`config.mk`:
```
export PLATFORM = sky130hd
export DESIGN_NAME = clk_div_monitor
export DESIGN_NICKNAME = d
export VERILOG_FILES = /design/src/rtl/clk_div_monitor.sv
export SDC_FILE = /design/constraint.sdc
export NUM_CORES = 1
export LEC_CHECK = 0
export ABC_CLOCK_PERIOD_IN_PS = 6600
export BUFFER_PORTS_ARGS = -buffer_cell sky130_fd_sc_hd__buf_2
export CAP_MARGIN = 20
export CORE_MARGIN = 4
export CORE_UTILIZATION = 50
export DETAILED_ROUTE_END_ITERATION = 16
export HOLD_SLACK_MARGIN = 0.02
export PLACE_DENSITY = 0.72
export SETUP_SLACK_MARGIN = 0.5
export SLEW_MARGIN = 15
export SYNTH_ARGS = -nofsm -noshare
export SYNTH_HDL_FRONTEND = slang
export SYNTH_SLANG_ARGS = --single-unit
export TNS_END_PERCENT = 10
```
`constraint.sdc`:
```
create_clock -name clk -period 6.6 [get_ports clk]
set_clock_uncertainty 0.1 [all_clocks]
set_input_delay 0.33 -clock clk [delete_from_list [all_inputs] [get_ports clk]]
set_output_delay 0.33 -clock clk [all_outputs]
set_load 0.01 [all_outputs]
```
`src/rtl/clk_div_monitor.sv`:
```
// clk_div_monitor: frequency/lock checker for the divide-by-4.5 clock.
// The divided clock is treated as data in the clk domain: it is synchronized,
// its rising edges are counted over a fixed window, and the count is compared
// against the expected value to build a lock indication and a sticky error.
//
// state      | meaning
// -----------+------------------------------------------------------------
// ST_IDLE    | measurement off; window, accumulator and good count held at 0
// ST_ACQUIRE | measuring; counting consecutive good windows toward lock
// ST_LOCKED  | LOCK_CNT good windows seen; a bad window drops lock, sets err
module clk_div_monitor #(
  parameter int WINDOW    = 36,
  parameter int EXP_EDGES = 8,
  parameter int TOL       = 1,
  parameter int LOCK_CNT  = 4,
  parameter int CNT_W     = 8
) (
  input  logic             clk,
  input  logic             reset,
  input  logic             enable,
  input  logic             div_clk_in,
  input  logic             clear_err,
  output logic [CNT_W-1:0] edge_count,
  output logic             count_valid,
  output logic             locked,
  output logic             err
);

  localparam int WIN_W = (WINDOW > 1) ? $clog2(WINDOW) : 1;
  localparam int GC_W  = $clog2(LOCK_CNT + 1);

  localparam logic [WIN_W-1:0] WIN_LAST = WIN_W'(WINDOW - 1);
  localparam logic [GC_W-1:0]  LOCK_V   = GC_W'(LOCK_CNT);
  localparam logic [CNT_W-1:0] EXP_V    = CNT_W'(EXP_EDGES);
  localparam logic [CNT_W-1:0] TOL_V    = CNT_W'(TOL);
  localparam logic [CNT_W-1:0] CNT_MAX  = '1;

  typedef enum logic [1:0] {
    ST_IDLE    = 2'd0,
    ST_ACQUIRE = 2'd1,
    ST_LOCKED  = 2'd2
  } state_t;

  state_t           state_q, state_d;
  logic             s1_q, s1_d;
  logic             s2_q, s2_d;
  logic             s3_q, s3_d;
  logic [WIN_W-1:0] win_q, win_d;
  logic [CNT_W-1:0] acc_q, acc_d;
  logic [GC_W-1:0]  gcnt_q, gcnt_d;
  logic [CNT_W-1:0] edge_count_q, edge_count_d;
  logic             count_valid_q, count_valid_d;
  logic             locked_q, locked_d;
  logic             err_q, err_d;

  logic             rise;
  logic [CNT_W-1:0] acc_inc;
  logic [CNT_W-1:0] diff;
  logic             good;
  logic             win_end;
  logic [GC_W-1:0]  gcnt_inc;

  // Edge detect and window bookkeeping shared by every state.
  always_comb begin
    s1_d     = div_clk_in;
    s2_d     = s1_q;
    s3_d     = s2_q;
    rise     = s2_q & ~s3_q;
    acc_inc  = (acc_q == CNT_MAX) ? acc_q : acc_q + CNT_W'(rise);
    // Absolute distance from the expected count without going negative.
    diff     = (acc_inc >= EXP_V) ? (acc_inc - EXP_V) : (EXP_V - acc_inc);
    good     = (diff <= TOL_V);
    win_end  = (win_q == WIN_LAST);
    gcnt_inc = gcnt_q + GC_W'(1);
  end

  // Next-state logic for the FSM, window counter, accumulator and outputs.
  always_comb begin
    state_d       = state_q;
    win_d         = win_q;
    acc_d         = acc_q;
    gcnt_d        = gcnt_q;
    edge_count_d  = edge_count_q;
    count_valid_d = 1'b0;
    locked_d      = locked_q;
    err_d         = err_q;

    // Clear first so a loss-of-lock set below on the same cycle wins.
    if (clear_err) err_d = 1'b0;

    case (state_q)
      ST_ACQUIRE, ST_LOCKED: begin
        if (!enable) begin
          // Abandon the partial window; edge_count and err are kept.
          state_d  = ST_IDLE;
          win_d    = '0;
          acc_d    = '0;
          gcnt_d   = '0;
          locked_d = 1'b0;
        end else if (win_end) begin
          win_d         = '0;
          acc_d         = '0;
          edge_count_d  = acc_inc;
          count_valid_d = 1'b1;
          if (state_q == ST_ACQUIRE) begin
            if (good) begin
              gcnt_d = gcnt_inc;
              if (gcnt_inc == LOCK_V) begin
                state_d  = ST_LOCKED;
                locked_d = 1'b1;
              end
            end else begin
              gcnt_d = '0;
            end
          end else if (!good) begin
            state_d  = ST_ACQUIRE;
            gcnt_d   = '0;
            locked_d = 1'b0;
            err_d    = 1'b1;
          end
        end else begin
          win_d = win_q + WIN_W'(1);
          acc_d = acc_inc;
        end
      end
      default: begin
        win_d    = '0;
        acc_d    = '0;
        gcnt_d   = '0;
        locked_d = 1'b0;
        state_d  = enable ? ST_ACQUIRE : ST_IDLE;
      end
    endcase
  end

  // All state registers, cleared by the synchronous active-low reset.
  always_ff @(posedge clk) begin
    if (!reset) begin
      state_q       <= ST_IDLE;
      s1_q          <= 1'b0;
      s2_q          <= 1'b0;
      s3_q          <= 1'b0;
      win_q         <= '0;
      acc_q         <= '0;
      gcnt_q        <= '0;
      edge_count_q  <= '0;
      count_valid_q <= 1'b0;
      locked_q      <= 1'b0;
      err_q         <= 1'b0;
    end else begin
      state_q       <= state_d;
      s1_q          <= s1_d;
      s2_q          <= s2_d;
      s3_q          <= s3_d;
      win_q         <= win_d;
      acc_q         <= acc_d;
      gcnt_q        <= gcnt_d;
      edge_count_q  <= edge_count_d;
      count_valid_q <= count_valid_d;
      locked_q      <= locked_d;
      err_q         <= err_d;
    end
  end

  assign edge_count  = edge_count_q;
  assign count_valid = count_valid_q;
  assign locked      = locked_q;
  assign err         = err_q;

endmodule

```
; ---- After elaboration in Yosys (flattened, before gate mapping)
; Index checks and enable logic that the tools add are counted.
[classes]
add_sub_neg = 5
magnitude_cmp = 2
n_eq_ne = 12
mux = 24
n_bitwise = 5
reduce_logical = 7
[ops]
columns = cell, count
row1 = $mux W8, 2
row2 = $mux W2, 7
row3 = $mux W1, 12
row4 = $ne A4 B4 Y1 const B, 3
row5 = $mux W3, 3
row6 = $add A8 B1 Y8, 1
row7 = $eq A8 B8 Y1 const B, 1
row8 = $ge A8 B4 Y1 const B, 1
row9 = $le A8 B1 Y1 const B, 1
row10 = $reduce_and A4 Y1, 2
row11 = $sub A4 B8 Y8 const A, 1
row12 = $sub A8 B4 Y8 const B, 1
row13 = $add A6 B1 Y6 const B, 1
row14 = $eq A6 B6 Y1 const B, 1
row15 = $reduce_and A3 Y1, 2
row16 = $ne A2 B1 Y1 const B, 2
row17 = $not A1 Y1, 4
row18 = $reduce_or A4 Y1, 1
row19 = $add A3 B1 Y3 const B, 1
row20 = $eq A3 B3 Y1 const B, 1
row21 = $ne A3 B3 Y1 const B, 1
row22 = $eq A2 B1 Y1 const B, 1
row23 = $eq A2 B2 Y1 const B, 1
row24 = $ne A2 B2 Y1 const B, 1
row25 = 3 further kinds, 3
[totals]
register_bits = 33
in_bits = 5
elab_cells = 66

; ---- Longest topological paths before layout
[logic_depth]
depth_word = 12
ltp_mapped = 12
mapped_depth_nobuf = 11

; ---- Worst setup path after synthesis
; OpenSTA, ideal clock, no wires.
[synth_timing]
path_type = register to register
startpoint = register s2_q
endpoint = register state_q[1]
arrival_ns = 2.571
t_required_ns = 6.407
path_slack_ns = 3.836
path_stages_with_launch = 12
path_buffers = 0
synth_period_minus_slack_ns = 2.764
path_cell_list = dfxtp_1 -> nor2b_1 -> ha_1 -> ha_1 -> nor2_1 -> ha_1 -> nor3_1 -> o21a_1 -> a211oi_1 -> nor4_4 -> nand2_4 -> o311ai_2
[synth_between]
elab_chain_len = 8
elab_cells_between_ends = 11
cone_classes = add/sub (3) / order compare (2) / eq/ne (2) / mux (2) / bitwise (1) / reduce/logical (1)
[synth_rtl]
columns = item, line_no
row1 = "start, declared", 46  ; logic s2_q, s2_d;
row2 = "start signal, assigned", 141  ; s2_q <= 1'b0;
row3 = "start signal, assigned", 153  ; s2_q <= s2_d;
row4 = $and A1 B1 Y1 *, 68  ; rise = s2_q & ~s3_q;
row5 = $add A8 B1 Y8 *, 69  ; acc_inc = (acc_q == CNT_MAX) ? acc_q : acc_q + CNT_W'(rise);
row6 = $mux W8 *, 69
row7 = "$sub A4 B8 Y8, or another cell as far along", 71  ; diff = (acc_inc >= EXP_V) ? (acc_inc - EXP_V) : (EXP_V - acc_inc);
row8 = $mux W8 *, 71
row9 = $le A8 B1 Y1 *, 72  ; good = (diff <= TOL_V);
row10 = $ne A4 B4 Y1 (no source line), --
row11 = $reduce_and A4 Y1 (no source line) *, --
row12 = "end signal, assigned", 151  ; state_q <= state_d;
row13 = "end, declared", 44  ; state_t state_q, state_d;
; Every way passes the cells marked *; elsewhere a longest branch is shown, timed or not.
; A chain may end at the register's enable or synchronous reset.

; ---- Final worst setup path
[layout_timing]
startpoint = register acc_q[3]
endpoint = register state_q[1]
[layout_between]
elab_chain_len = 7
elab_cells_between_ends = 11
cone_classes = add/sub (3) / order compare (2) / eq/ne (3) / mux (2) / reduce/logical (1)
[layout_rtl]
columns = item, line_no
row1 = "start, declared", 49  ; logic [CNT_W-1:0] acc_q, acc_d;
row2 = "start signal, assigned", 144  ; acc_q <= '0;
row3 = "start signal, assigned", 156  ; acc_q <= acc_d;
row4 = $add A8 B1 Y8 / $eq A8 B8 Y1 (equally long branches), 69
row5 = $mux W8 *, 69
row6 = "$sub A4 B8 Y8, or another cell as far along", 71
row7 = $mux W8 *, 71
row8 = $le A8 B1 Y1 *, 72
row9 = $ne A4 B4 Y1 (no source line), --
row10 = $reduce_and A4 Y1 (no source line) *, --
; Marks and branches as above.

==> results.py <==
metrics = {
    "synth": {
        "avgSynthCellArea_sq_um": 8.49,
        "ys_seq_area_share_pct": 36.5,
        "synth_compound_area_share_pct": 19.4,
        "ys_ff_latch": 33,
        "synthMuxAreaShare_pct": 1.11,
        "synthDistinctLibCells": 45,
        "synthSimpleGateAreaFrac_pct": 27.9,
        "synth_xor_area_share_pct": 3.88,
        "syn-cell-area_sq_um": 1810,
        "synth_top_family_by_area": "simple AND/OR/NAND/NOR gates",
        "synth_warnings": 0,
        "synth-adder-area-share_pct": 6.23,
        "synthCells": 213,
        "synthesis.nets": 227,
    },
    "finish": {
        "area_growth_pct": 8.93,
        "seq_area_sq_um": 661,
        "final_util_pct": 57.7,
        "antenna_cells": 0,
        "fillerInstances": 342,
        "nets": 239,
        "multi_input_area_sq_um": 1060,
        "drive_gt1_share_pct": 13.3,
    },
    "clock_network": {
        "cts_resized": 0,
        "postCtsSetupBuffers": 0,
        "cts_tree": "built",
        "cts_hold_buf": 0,
        "insertion_delay_ns": 0.33,
        "cts-root-buf": "clkbuf_4",
        "cts_made_buffers": 5,
        "clkSinkCount": 33,
        "h-tree-depth": 2,
        "clockBufferDepth": 2,
        "cts.clk_slew.worst_paths_ns": 0.10,
    },
    "critical_path": {
        "reg2reg_to": "state_q[1]$_SDFFE_PN0P_",
        "endpoint_kind": "flop",
        "ff2ff_path_depth": 10,
        "arrival_ns": 3.29,
        "crit_start": "acc_q[3]$_SDFF_PP0_",
        "reg2reg_slack_ns": 3.46,
        "crit_path_start_kind": "flop",
        "crit_required_ns": 6.75,
        "critPathKind": "flop to flop",
        "cp_max_fo": 14,
        "r2r_start": "acc_q[3]$_SDFF_PP0_",
        "endpoint": "state_q[1]$_SDFFE_PN0P_",
    },
    "worst_hold_path": {
        "holdPathStages": 2,
        "min_path_type": "input port to flop",
    },
    "floorplan": {
        "start_util_pct": 52.9,
        "die_w_microns": 68.1,
        "ios": 16,
        "die-area_sq_um": 4640,
        "rows": 21,
        "dieHeight_microns": 68.1,
        "coreArea_sq_um": 3420,
    },
    "timing": {
        "relSlewSlack_pct": 60.8,
        "setup_viol": 0,
        "worst_slew_pin_slew_ns": 0.584,
        "post-route-min-period_ns": 3.14,
        "holdWs_ns": 0.113,
        "finalSetupTns_ns": 0,
        "post-route-period-util_pct": 47.6,
        "max_freq_mhz": 318,
        "grt_setup_unrepaired": "false",
        "timing.final.max_slew_violations": 0,
        "hold_viol_final": 0,
    },
    "drt": {
        "wl_per_cell_microns": 13.3,
        "wirelength_mm": 3.62,
        "initialDrtViolationCount": 62,
        "final_antenna_net_count": 0,
        "drt-pass1-iter-count": 4,
        "met1Wirelength_mm": 1.82,
        "vias": 1502,
        "dr.max_layer_used": "met4",
        "met2RoutedLength_mm": 1.60,
        "vias_per_cell": 5.52,
        "drc_errors": 0,
        "wl_met3_microns": 133,
    },
    "global_route": {
        "grt_pass1_wl_mm": 5.99,
        "grt-ovfl-total": 0,
        "track_usage_pct": 17.4,
        "grt_pass1_vias": 1358,
        "antenna_found_initial": 0,
        "grt_max_degree": 19,
    },
    "power_and_ir_drop": {
        "ir_drop_uv": 165,
        "leakage_nw": 0.829,
        "cellPowerDensity_nw_per_um2": 200,
    },
    "placed_design": {
        "dp_hpwl_mm": 2.56,
        "gp_congestion": 0.885,
        "portBuffers": 15,
    },
    "job": {
        "cap_violations": 0,
    },
    "run_status": {
        "status": "complete, no violations",
    },
}
==> synth_stat cells (all sizes together) <==
library cell / count / area [sq um]
a2111oi: 2 / 17.5
a211oi: 2 / 15.0
a21boi: 1 / 7.51
a21o: 2 / 16.3
a21oi: 9 / 45.0
a311oi: 2 / 17.5
a31oi: 2 / 27.5
a32oi: 1 / 8.76
and2: 7 / 43.8
and3: 4 / 30.0
and4: 1 / 11.3
buf: 6 / 45.0
clkbuf: 5 / 18.8
dfxtp: 33 / 661
ha: 9 / 113
inv: 7 / 26.3
mux2i: 2 / 20.0
nand2: 24 / 97.6
nand2b: 2 / 12.5
nand3: 13 / 65.1
nand3b: 1 / 7.51
nand4: 4 / 25.0
nor2: 28 / 105
nor2b: 2 / 12.5
nor3: 5 / 25.0
nor3b: 4 / 30.0
nor4: 1 / 21.3
nor4b: 2 / 17.5
o211a: 6 / 60.1
o211ai: 4 / 30.0
o21a: 2 / 15.0
o21ai: 6 / 30.0
o2bb2ai: 3 / 26.3
o311ai: 2 / 25.0
o32ai: 1 / 8.76
xnor2: 4 / 35.0
xor2: 4 / 35.0
==> how the worst min path moves through the flow <==
stage                       to             from  slack [ns]
2_1_floorplan  s2_q$_SDFF_PN0_  s1_q$_SDFF_PN0_        0.31
3_3_place_gp   s3_q$_SDFF_PN0_  s2_q$_SDFF_PN0_        0.33
3_5_place_dp   s3_q$_SDFF_PN0_  s2_q$_SDFF_PN0_        0.33
4_1_cts        s1_q$_SDFF_PN0_       div_clk_in         0.1
5_1_grt        s1_q$_SDFF_PN0_       div_clk_in        0.10
6_report       s1_q$_SDFF_PN0_       div_clk_in        0.11
==> area by class of cell <==
class                      count  area share (%)
clock inverter                 1            1.52
timing repair buffer          16            4.19
clock buffer                   7            2.80
sequential                    33            33.5
tap                           46            2.92
multi-input combinational    162            53.7
inverter                       7            1.33
==> state kept, by name, indices dropped and copies added, names as in the netlist <==
name / cells
locked: 1
state_q: 2
win_q: 6
s1_q: 1
s2_q: 1
err: 1
acc_q: 8
gcnt_q: 3
count_valid: 1
s3_q: 1
edge_count: 8
==> power by group <==
group          switching (mW)  leakage [nW]  internal (mW)  total, mW
Sequential            0.00175         0.266          0.201      0.203
Combinational          0.0222         0.517         0.0107     0.0329
Clock                  0.0670        0.0455         0.0904      0.157
==> kinds of logic (layout without fill, tap and decap cells) <==
group | Yosys count | after routing
mux | 2 | 2
compound gates | 45 | 45
xor+xnor | 8 | 8
simple gates | 98 | 98
buf+inv | 18 | 31
flops | 33 | 33
fa+ha+maj | 9 | 9
==> cell usage in the layout (no fill, tap or decap), drive strengths merged, types with 2 or more instances in the layout <==
cell type | synthesis | layout
nor2b | 2 | 2
nor2 | 28 | 28
a311oi | 2 | 2
xnor2 | 4 | 4
nand4 | 4 | 4
a21oi | 9 | 9
nor3 | 5 | 5
a31oi | 2 | 2
o311ai | 2 | 2
o21ai | 6 | 6
mux2i | 2 | 2
o21a | 2 | 2
o2bb2ai | 3 | 3
ha | 9 | 9
nand3 | 13 | 13
dfxtp | 33 | 33
inv | 7 | 7
and2 | 7 | 7
o211ai | 4 | 4
a21o | 2 | 2
buf | 6 | 16
clkbuf | 5 | 7
a2111oi | 2 | 2
xor2 | 4 | 4
nand2 | 24 | 24
nor4b | 2 | 2
o211a | 6 | 6
and3 | 4 | 4
nor3b | 4 | 4
nand2b | 2 | 2
a211oi | 2 | 2
==> routing by layer <==
layer  global-route usage [%]  up-vias
li1                         -      780
met1                     23.0      693
met2                     26.8       25
met3                     4.76        4
met4                     6.70        0
met5                        0        -
==> worst max-delay path, cell delays in order (launching register included) <==
cell and delay [ns]:
dfxtp_1 0.58, nand4_1 0.25, nor2_1 0.33, nor2_1 0.13
ha_1 0.33, nor3_1 0.15, o21a_1 0.14, a211oi_1 0.09
nor4_4 0.59, nand2_4 0.09, o311ai_2 0.27
==> through the flow <==
step	instance area [sq um]	cells	setup WS (ns)	power, mW
floorplan	1810	213	3.84	0.234
global placement	1880	264	3.56	0.241
detailed placement	1880	264	3.48	0.240
CTS	1970	272	3.47	0.399
global route	1970	272	3.14	0.411
finish	1970	272	3.46	0.394
(Power assumes the default switching activity.)
